**src/rtl/rgmii_rx_deframer.sv**
```systemverilog
// RGMII receive deframer: preamble/SFD hunt, nibble-to-byte assembly,
// Ethernet header capture and malformed-frame flagging.
// Ports:
//   clk, rst_n           receive clock, synchronous active-low reset
//   rgm0_en, rgm0_d      SDR nibble stream, low nibble of each byte first
//   byte_data/valid/sof  assembled bytes, sof marks first byte after SFD
//   dst_mac/src_mac      captured MAC addresses, first byte in the MSBs
//   eth_type, hdr_valid  captured EtherType, header-complete flag
//   frame_done/err/len   end-of-frame pulse with status and byte count
module rgmii_rx_deframer #(
   parameter int MIN_PREAMBLE = 7,
   parameter int MAX_FRAME    = 1518,
   parameter int LEN_W        = 11
) (
   input  logic             clk,
   input  logic             rst_n,
   input  logic             rgm0_en,
   input  logic [3:0]       rgm0_d,
   output logic [7:0]       byte_data,
   output logic             byte_valid,
   output logic             byte_sof,
   output logic [47:0]      dst_mac,
   output logic [47:0]      src_mac,
   output logic [15:0]      eth_type,
   output logic             hdr_valid,
   output logic             frame_done,
   output logic             frame_err,
   output logic [LEN_W-1:0] frame_len
);

   typedef enum logic [1:0] {
      S_IDLE,
      S_PRE,
      S_DATA,
      S_DROP
   } state_t;

   localparam logic [3:0]       MIN_PRE = 4'(MIN_PREAMBLE);
   localparam logic [LEN_W-1:0] MAX_L   = LEN_W'(MAX_FRAME);
   localparam logic [LEN_W-1:0] SAT_L   = LEN_W'(MAX_FRAME + 1);

   state_t           state_q, state_d;
   logic [3:0]       pre_cnt_q, pre_cnt_d;
   logic             nib_phase_q, nib_phase_d;
   logic [3:0]       lo_nib_q, lo_nib_d;
   logic [LEN_W-1:0] byte_cnt_q, byte_cnt_d;
   logic [7:0]       byte_data_q, byte_data_d;
   logic             byte_valid_q, byte_valid_d;
   logic             byte_sof_q, byte_sof_d;
   logic [47:0]      dst_mac_q, dst_mac_d;
   logic [47:0]      src_mac_q, src_mac_d;
   logic [15:0]      eth_type_q, eth_type_d;
   logic             hdr_valid_q, hdr_valid_d;
   logic             frame_done_q, frame_done_d;
   logic             frame_err_q, frame_err_d;
   logic [LEN_W-1:0] frame_len_q, frame_len_d;
   logic [7:0]       new_byte;

   assign new_byte = {rgm0_d, lo_nib_q};

   always_comb begin
      state_d      = state_q;
      pre_cnt_d    = pre_cnt_q;
      nib_phase_d  = nib_phase_q;
      lo_nib_d     = lo_nib_q;
      byte_cnt_d   = byte_cnt_q;
      byte_data_d  = byte_data_q;
      byte_valid_d = 1'b0;
      byte_sof_d   = 1'b0;
      dst_mac_d    = dst_mac_q;
      src_mac_d    = src_mac_q;
      eth_type_d   = eth_type_q;
      hdr_valid_d  = hdr_valid_q;
      frame_done_d = 1'b0;
      frame_err_d  = frame_err_q;
      frame_len_d  = frame_len_q;
      unique case (state_q)
         S_IDLE: begin
            if (rgm0_en) begin
               if (rgm0_d == 4'h5) begin
                  state_d   = S_PRE;
                  pre_cnt_d = 4'd1;
               end else begin
                  state_d = S_DROP;
               end
            end
         end
         S_PRE: begin
            if (!rgm0_en) begin
               state_d = S_IDLE;
            end else if (rgm0_d == 4'h5) begin
               if (pre_cnt_q != 4'hF) pre_cnt_d = pre_cnt_q + 4'd1;
            end else if (rgm0_d == 4'hD && pre_cnt_q >= MIN_PRE) begin
               state_d     = S_DATA;
               nib_phase_d = 1'b0;
               byte_cnt_d  = '0;
               hdr_valid_d = 1'b0;
            end else begin
               state_d = S_DROP;
            end
         end
         S_DATA: begin
            if (!rgm0_en) begin
               // a dangling low nibble is simply discarded here
               state_d      = S_IDLE;
               frame_done_d = 1'b1;
               frame_len_d  = byte_cnt_q;
               frame_err_d  = nib_phase_q
                            | (byte_cnt_q < LEN_W'(14))
                            | (byte_cnt_q > MAX_L);
            end else if (!nib_phase_q) begin
               lo_nib_d    = rgm0_d;
               nib_phase_d = 1'b1;
            end else begin
               nib_phase_d = 1'b0;
               if (byte_cnt_q < MAX_L) begin
                  byte_valid_d = 1'b1;
                  byte_data_d  = new_byte;
                  byte_sof_d   = (byte_cnt_q == '0);
                  if (byte_cnt_q < LEN_W'(6))
                     dst_mac_d = {dst_mac_q[39:0], new_byte};
                  else if (byte_cnt_q < LEN_W'(12))
                     src_mac_d = {src_mac_q[39:0], new_byte};
                  else if (byte_cnt_q < LEN_W'(14))
                     eth_type_d = {eth_type_q[7:0], new_byte};
                  if (byte_cnt_q == LEN_W'(13)) hdr_valid_d = 1'b1;
               end
               // count one past the limit so oversize stays visible
               if (byte_cnt_q != SAT_L) byte_cnt_d = byte_cnt_q + LEN_W'(1);
            end
         end
         S_DROP: begin
            if (!rgm0_en) state_d = S_IDLE;
         end
         default: state_d = S_IDLE;
      endcase
   end

   always_ff @(posedge clk) begin
      if (!rst_n) begin
         // never sync mid-frame: a live stream at reset is dropped
         state_q      <= rgm0_en ? S_DROP : S_IDLE;
         pre_cnt_q    <= '0;
         nib_phase_q  <= 1'b0;
         lo_nib_q     <= '0;
         byte_cnt_q   <= '0;
         byte_data_q  <= '0;
         byte_valid_q <= 1'b0;
         byte_sof_q   <= 1'b0;
         dst_mac_q    <= '0;
         src_mac_q    <= '0;
         eth_type_q   <= '0;
         hdr_valid_q  <= 1'b0;
         frame_done_q <= 1'b0;
         frame_err_q  <= 1'b0;
         frame_len_q  <= '0;
      end else begin
         state_q      <= state_d;
         pre_cnt_q    <= pre_cnt_d;
         nib_phase_q  <= nib_phase_d;
         lo_nib_q     <= lo_nib_d;
         byte_cnt_q   <= byte_cnt_d;
         byte_data_q  <= byte_data_d;
         byte_valid_q <= byte_valid_d;
         byte_sof_q   <= byte_sof_d;
         dst_mac_q    <= dst_mac_d;
         src_mac_q    <= src_mac_d;
         eth_type_q   <= eth_type_d;
         hdr_valid_q  <= hdr_valid_d;
         frame_done_q <= frame_done_d;
         frame_err_q  <= frame_err_d;
         frame_len_q  <= frame_len_d;
      end
   end

   assign byte_data  = byte_data_q;
   assign byte_valid = byte_valid_q;
   assign byte_sof   = byte_sof_q;
   assign dst_mac    = dst_mac_q;
   assign src_mac    = src_mac_q;
   assign eth_type   = eth_type_q;
   assign hdr_valid  = hdr_valid_q;
   assign frame_done = frame_done_q;
   assign frame_err  = frame_err_q;
   assign frame_len  = frame_len_q;

endmodule

```
**config.mk**
```make
export PLATFORM = sky130hd
export DESIGN_NAME = rgmii_rx_deframer
export DESIGN_NICKNAME = d
export VERILOG_FILES = /design/src/rtl/rgmii_rx_deframer.sv
export SDC_FILE = /design/constraint.sdc
export NUM_CORES = 1
export LEC_CHECK = 0
export ABC_AREA = 1
export CORE_MARGIN = 2
export CORE_UTILIZATION = 45
export CTS_CLUSTER_SIZE = 8
export DETAILED_ROUTE_END_ITERATION = 16
export GPL_ROUTABILITY_DRIVEN = 0
export PLACE_DENSITY = 0.77
export SYNTH_ARGS = -nofsm -noshare
export SYNTH_HDL_FRONTEND = slang
export SYNTH_SLANG_ARGS = --single-unit
```
**constraint.sdc**
```tcl
create_clock -name clk -period 2.41 [get_ports clk]
set_clock_uncertainty 0.15 [all_clocks]
set_input_delay 0.3615 -clock clk [delete_from_list [all_inputs] [get_ports clk]]
set_output_delay 0.3615 -clock clk [all_outputs]
set_load 0.1 [all_outputs]
```
=== After elaboration in Yosys (flattened, before gate mapping) ===
Cells that the tools add are included.
Widths: inputs -> output; s select.

* Add/subtract/negate cells: 2
* Reduce and logical (&&, ||, !) cells: 20
* Bitwise logic cells: 6
* Mux-type cells: 35
* Eq/ne operators: 23
* $lt $le $gt $ge: 6

{| class="wikitable"
|+ Operators by type and width
! cell !! number
|-
| $mux 11 || 6
|-
| $ne 2x2->1 const B || 12
|-
| $lt 11x4->1 const B || 2
|-
| $pmux 11 s2 || 1
|-
| $mux 4 || 5
|-
| $reduce_and 5->1 || 3
|-
| $mux 2 || 7
|-
| $reduce_and 7->1 || 2
|-
| $mux 1 || 12
|-
| $reduce_and 6->1 || 2
|-
| $add 11x1->11 const B || 1
|-
| $eq 11x4->1 const B || 1
|-
| $gt 11x11->1 const B || 1
|-
| $logic_not 11->1 || 1
|-
| $lt 11x11->1 const B || 1
|-
| $lt 11x3->1 const B || 1
|-
| $ne 11x11->1 const B || 1
|-
| $ne 4x4->1 const B || 2
|-
| $pmux 4 s2 || 1
|-
| $reduce_and 4->1 || 2
|-
| $reduce_and 8->1 || 1
|-
| $ne 3x3->1 const B || 2
|-
| $pmux 2 s3 || 1
|-
| $reduce_and 3->1 || 2
|-
| other kinds (14) || 22
|}

* Register bits after elaboration: 158
* Input port bits: 7
* Logic and storage cells: 107
* Output and inout bits: 136

=== Depth between registers and ports, before layout ===
Gate-level depths: netlist of the first run.

* Depth in word-level cells: 7
* Mapped depth: 11
* Gate-level depth less buffers: 10

=== Worst setup path after synthesis of the first run ===
No wires, ideal clock.

* Path kind: register to register
* Start: reg byte_cnt_q[1]
* End: reg byte_cnt_q[0]
* Data arrival time: 1.408 ns
* Cell stages (with the launch flop): 10
* Library setup time: 0.116 ns
* Slack: 0.736 ns
* Buffers on the path: 1
* Data required time: 2.144 ns
* Period minus slack after synthesis: 1.674 ns
* Cells stage by stage: dfxtp_1 > ha_1 > nand3_1 > nor2_1 > nand3_1 > nand3_1 > inv_1 > buf_2 > o21ai_0 > nor2_1

* Word-level cells in the longest chain between the ends: 3

{| class="wikitable"
|+ Ends and longest elaborated chain
! element !! line !! RTL
|-
| start, declared || 46 || <nowiki>logic [LEN_W-1:0] byte_cnt_q, byte_cnt_d;</nowiki>
|-
| start signal, assigned || 162 || <nowiki>byte_cnt_q <= byte_cnt_d;</nowiki>
|-
| $ne 11x11->1 || 129 || <nowiki>if (byte_cnt_q != SAT_L) byte_cnt_d = byte_cnt_q + LEN_W'(1);</nowiki>
|-
| $ne 2x2->1 (no line) || -- ||
|-
| $reduce_and 7->1 (no line) || -- ||
|}

No other way between the ends.
A chain may end at the register's enable or synchronous reset.

=== Worst setup path after layout of the first run ===
* Start: in rgm0_en
* End: reg pre_cnt_q[3]

* Word-level cells in the longest chain between the ends: 2
* Elaborated cells between the ends (all ways): 3
* Classes of those cells: eq/ne: 2; reduce/logical: 1

{| class="wikitable"
|+ Ends and longest elaborated chain
! element !! line !! RTL
|-
| start, declared || 17 || <nowiki>input logic rgm0_en,</nowiki>
|-
| $ne 2x2->1 (no line) || -- ||
|-
| $reduce_and 6->1 (no line) (*) || -- ||
|-
| end signal, assigned || 159 || <nowiki>pre_cnt_q <= pre_cnt_d;</nowiki>
|-
| end, declared || 43 || <nowiki>logic [3:0] pre_cnt_q, pre_cnt_d;</nowiki>
|}

Every way passes the cells marked *; elsewhere a longest branch is shown, timed or not.

==> results of run 1 <==
[how the worst max path moves through the flow]
stage,start,slack (ns),to
floorplan,byte_cnt_q[1],0.74,byte_cnt_q[0]
global placement,rgm0_en,0.1,pre_cnt_q[3]
detailed placement,rgm0_en,0.004,pre_cnt_q[3]
CTS,rgm0_en,0.45,pre_cnt_q[3]
global route,rgm0_en,0.25,pre_cnt_q[2]
finish,rgm0_en,0.42,pre_cnt_q[3]
[logic make-up (layout without fill, tap and decap cells)]
kind of cell    Yosys count  after routing  share of synthesized area, %
xor+xnor                  1              1                        0.1391
flops                   158            158                         50.55
buf+inv                 102            235                         7.352
compound gates          190            190                         15.30
simple gates            355            355                         25.67
fa+ha+maj                 5              5                        0.9934
[metrics by stage]
step                      utilization, %  cell area [um2]  worst slack [ns]  std cells  total power, mW
after floorplan                        -             6297            0.7363        811            3.439
after global placement             54.59             7518           0.09600       1092            3.637
after detailed placement           54.59             7518          0.004168       1092            3.641
after CTS                          58.88             8109            0.4488       1124            6.304
after global routing               58.88             8109            0.2550       1124            6.469
final                              58.88             8109            0.4188       1124            6.281
[where the power goes]
part	total (mW)	switching [mW]	leakage, nW	internal (mW)
registers	2.75	0.0619	1.28	2.69
logic	0.841	0.664	1.83	0.177
clock network	2.69	1.10	0.293	1.59
[Yosys cell counts, types with 2 or more instances]
master | instances | area [um2]
nand3_2 | 4 | 40.04
edfxtp_1 | 2 | 60.06
nor2_1 | 87 | 326.6
nand4_1 | 50 | 312.8
a31oi_1 | 3 | 18.77
ha_1 | 5 | 62.56
a21oi_1 | 103 | 515.5
nor3_1 | 44 | 220.2
buf_2 | 22 | 110.1
nor2_4 | 3 | 33.78
buf_4 | 14 | 105.1
dfxtp_1 | 156 | 3123
o21ai_1 | 12 | 60.06
inv_2 | 8 | 30.03
and3_1 | 2 | 12.51
o21ai_0 | 69 | 345.3
clkbuf_1 | 24 | 90.09
nand3_1 | 21 | 105.1
inv_1 | 34 | 127.6
nand2_2 | 3 | 18.77
nand2_1 | 138 | 518.0
[flip-flops by register name, indices dropped and copies added, names as in the netlist]
name,flops
frame_len,11
pre_cnt_q,4
byte_cnt_q,11
eth_type,16
hdr_valid,1
dst_mac,48
lo_nib_q,4
byte_sof,1
nib_phase_q,1
src_mac,48
state_q,2
frame_err,1
byte_data,8
frame_done,1
byte_valid,1
[layout by cell type, fill, tap and decap left out, types with 4 or more instances in the layout]
cell               n
nor3_1            44
clkinv_2           4
buf_12             6
nor2_1            87
o21ai_1           12
nand3_2            4
clkdlybuf4s50_1    5
nand3_1           21
buf_4            149
dfxtp_1          156
o21ai_0           69
inv_2              9
nand2_1          138
ha_1               5
a21oi_1          103
nand4_1           50
inv_1             33
clkbuf_16         17
[metal layers]
layer,vias to the layer above,global-route usage [%],wire length (um)
met2,213,33.13,7582
met3,19,7.528,1417
li1,2985,-,-
met4,0,6.681,204
met5,-,0,0
met1,2776,32.47,7804
[tightest hold or removal path: cells and delay by family]
family	cells	cell delay (ns)
buf+inv	2	0.22
simple gates	1	0.13
[area by class of cell]
class	instances	area, um2	area share, %
Tap cell	180	225.2	2.777
Timing Repair Buffer	161	1294	15.95
Sequential cell	158	3183	39.25
Inverter	42	157.7	1.944
Multi-Input combinational cell	551	2659	32.79
Clock inverter	12	133.9	1.651
Clock buffer	20	456.7	5.632
==> metrics.txt, run 1 <==
type of the worst setup path in2reg; Max Cap Viol 0; Post-CTS Repair Setup Buffers 0; Yosys warnings 0; post-synthesis net count 823; Via-to-Cell Ratio 5.332; Total Neg Setup Slack 0 ns; Clock Sinks 158; Reg-to-Reg Start byte_cnt_q[2]; Synth Flop Type dfxtp_1; Seq cells post-synth 158; PostCTS Resize Cnt 0; clk slew on worst S/H paths 0.06 ns; Initial DRC Count 655; GRT Overall Usage 22.89%; largest stage delay on the critical path 0.64 ns; Worst R2R End src_mac[25]; H-tree depth 4; Cell variety after synth 28; # rows 43; crit path time final 1.991 ns; number of antenna diodes 0; Top delay family on crit path buffers and inverters; Die Span X 122.3 um; Stages on worst setup path 8; Syn Area/Cell 7.765 um2; synthesis-to-finish area growth 28.77%; max-slew violation count 0; CP arrival 2.15 ns; power density cells 774.6 nW/um2; Core ar. 13770 um2; hold_buf cts 0; Tightest Pin Transition 0.7456 ns; Leakage 3.407 nW; drt total wl 17010 um; FMAX 502.2 MHz; hold slack 0.1803 ns; CTS Buffer Depth 2; Hold Path Depth 3; Critical Path End Type flop; Crit path top cell by count nor2_1; Hold Path End byte_cnt_q[10]; Hold Vio Cnt, Final 0; CP Max Fanout 8; Post-synth ARST share 0%; io pins 143; Final ANT Viol Nets 0; nets 943; # DRC 0; antenna violations before repair 0; Worst path slowest cell clkdlybuf4s50_1; Num CTS Buffers 17; vias in the first global route 5265; Remaining Overflow, GRT 0; worst path required time 2.57 ns; Starting Density 45.72%; Post-synth EDFFs 2; Relative slew margins 49.77%; CP startpoint kind input pin; Seq/Total Area, Yosys 50.55%; WL per Instance 15.13 um; fin crit share 82.62%; Worst Hold Class in2reg; Mapped Area 6297 um2; Hold Crit Start rst_n; CP cell instances clkdlybuf4s50_1, inv_1, nor2_1, o21ai_0, nor2_1, inv_1, o21ai_0, nor2_1; Die Y-Extent 122.3 um; die area 14960 um2; hpwl dp 11040 um; status finished, final reports clean; FF-to-FF setup slack 0.48 ns; fillcell total 1291; CTS tree built; VDD IR-drop max 0.5145 mV; buffer and inverter count on the worst path 3; R2R cell count 6; port bufs 142; global-route wire length before repair 27170 um; share of cells above drive strength 1 22.14%; Setup violations, final 0; RSZ-0062 raised after global routing false; clock root buffer clkbuf_16; Cells after Synth 811; First-pass DRT Iterations 5; via count 5993; Skew-Pair Late Insertion Delay 0.42 ns; pin count of the biggest net entering global routing 71
No activity file was read; power rests on OpenSTA's default activity.
==> run 2: changes to the inputs <==
--- a/config.mk
+++ b/config.mk
@@ -11,7 +11,7 @@
 export CTS_CLUSTER_SIZE = 8
 export DETAILED_ROUTE_END_ITERATION = 16
 export GPL_ROUTABILITY_DRIVEN = 0
-export PLACE_DENSITY = 0.77
+export PLACE_DENSITY = 0.8
 export SYNTH_ARGS = -nofsm -noshare
 export SYNTH_HDL_FRONTEND = slang
 export SYNTH_SLANG_ARGS = --single-unit
==> constraint.sdc (replaced) <==
create_clock -name clk -period 1.65 [get_ports clk]
set_clock_uncertainty 0.15 [all_clocks]
set_input_delay 0.2475 -clock clk [delete_from_list [all_inputs] [get_ports clk]]
set_output_delay 0.2475 -clock clk [all_outputs]
set_load 0.1 [all_outputs]
==> run 2 against run 1 <==
Effect of this change: the run now ends with setup timing left; final area increased by 49%; count of clock-buffer cells in the layout decreased by 2; sequential power increased by 48%; largest cell class is now buffers; highest routed layer unchanged.
==> metrics.txt, run 2 (same netlist as run 1, synthesis figures left out) <==
type of the worst setup path reg2reg; Hold Path End byte_data[0]; Comb pwr share 20.7%; Skew-Pair Late Insertion Delay 0.45 ns; io pins 143; via count 7826; placed cell area 9746 um2; CTS Buffer Depth 2; # rows 43; CP startpoint kind flop; H-tree depth 4; pin count of the biggest net entering global routing 57; crit path time final 2.040 ns; CP Max Fanout 6; pre-CTS setup slack -0.4662 ns; Util after Layout 87.83%; Hold Crit Start rst_n; Crit path top cell by count buf_6; failing checks setup timing; placed cells 1155; Critical Path End Type flop; port bufs 142; Net Switching 3.323 mW; most frequent cells in the layout 155 x buf_12, 146 x dfxtp_1, 105 x nand2_1; share of cells above drive strength 1 47.45%; die area 14960 um2; Relative slew margins 65.82%; nets 1059; share of power burned in registers 39.3%; Stages on worst setup path 9; Remaining Overflow, GRT 0; vias in the first global route 7131; Leakage 4.828 nW; FF-to-FF setup slack -0.39 ns; Net Sw Frac 32.17%; synthesis-to-finish area growth 92.09%; Clock Sinks 158; Via-to-Cell Ratio 6.311; Power Total 10.33 mW; met2 wire length 15270 um; Hold Path Depth 3; global-route wire length before repair 37280 um; Reg-to-Reg Start byte_cnt_q[6]; Worst Hold Class in2reg; power density cells 854.1 nW/um2; Setup violations, final 138; most common cell after layout, fill and taps aside buf_12; drt total wl 31580 um; RSZ-0062 raised after global routing true; Layout Cells excl Fill 1240; clock network power share 40.0%; Die Y-Extent 122.3 um; clock root buffer clkbuf_16; First-pass DRT Iterations 6; antenna violations before repair 0; FMAX 490.1 MHz; Die Span X 122.3 um; met1 wire length 10830 um; clk slew on worst S/H paths 0.07 ns; multi-input logic area 3551 um2; buffer and inverter count on the worst path 5; metal3 WL 3406 um; GRT Overall Usage 31.98%; hpwl dp 14010 um; setup ws final -0.3905 ns; CTS tree built; VDD IR-drop max 1.024 mV; Max Cap Viol 0; Initial DRC Count 1022; Final ANT Viol Nets 0; fin crit share 123.7%; R2R cell count 9; Worst R2R End src_mac[36]; Top delay family on crit path buffers and inverters; max-slew violation count 0; # DRC 0; Tightest Pin Transition 0.5126 ns; uppermost layer routed met4; WL per Instance 25.47 um; Num CTS Buffers 17; worst path required time 1.84 ns; Core ar. 13770 um2; Hold Vio Cnt, Final 0; status finished with violations; largest stage delay on the critical path 0.34 ns; CP arrival 2.23 ns; Starting Density 45.72%; CP cell instances inv_2, nand3_4, buf_6, nor3_4, buf_6, buf_6, buf_12, nand4_1, a21oi_1; Sequential Area 3203 um2; fillcell total 503; Worst path slowest cell dfxtp_2; hold slack 0.07258 ns; number of antenna diodes 0; Total Neg Setup Slack -31.61 ns; final non-filler cell area 12100 um2; Pint 7.008 mW
-- run 2: cell count changes in the layout (fill, tap and decap cells not counted), sizes merged --
cell | previous run | this run
clkinvlp | 1 | 3
inv | 46 | 47
clkinv | 5 | 4
clkbuf | 20 | 29
buf | 156 | 261
-- run 2: power by group through the flow --
stage	logic [mW]	registers [mW]	clock network, mW
2_1_floorplan	0.474	4.55	0
3_3_place_gp	1.55	4.12	0
3_5_place_dp	1.58	4.12	0
4_1_cts	1.77	4.04	4.00
5_1_grt	2.19	4.07	4.24
6_report	2.14	4.06	4.13
-- run 2: worst reg2reg max path: cells and delay by family, from the launching register on --
family	cells	cell delay, ns
AO/OA/AOI/OAI	1	0.32
buffers and inverters	5	0.63
AND/OR/NAND/NOR	3	0.48
flip-flops	1	0.34
-- run 2: routing by layer --
metal | up-vias | track usage (%)
met5 | - | 0
met4 | 0 | 13.36
met3 | 202 | 9.758
met2 | 631 | 55.28
met1 | 3770 | 36.64
li1 | 3223 | -
-- run 2: worst max path at each step --
stage / end / from / slack, ns
3_3_place_gp: dst_mac[33] / rgm0_en / -0.38
2_1_floorplan: src_mac[28] / state_q[0] / -0.002
5_1_grt: src_mac[36] / state_q[1] / -0.46
6_report: src_mac[36] / byte_cnt_q[6] / -0.39
4_1_cts: src_mac[18] / byte_cnt_q[8] / -0.16
3_5_place_dp: dst_mac[33] / rgm0_en / -0.47
-- run 2: final cells by class --
class,count,area share [%]
timing repair buffer,277,35.83
multi-input combinational,551,29.35
sequential,158,26.48
clock buffer,18,3.631
tap,180,1.862
inverter,42,1.552
clock inverter,14,1.293
-- run 2: repair_timing --
item,CTS,global route
hold buffers,0,0
pin swaps,50,62
resized for setup,106,219
buffers inserted,19,19
gates cloned,5,14
endpoints found under the setup margin,131,148
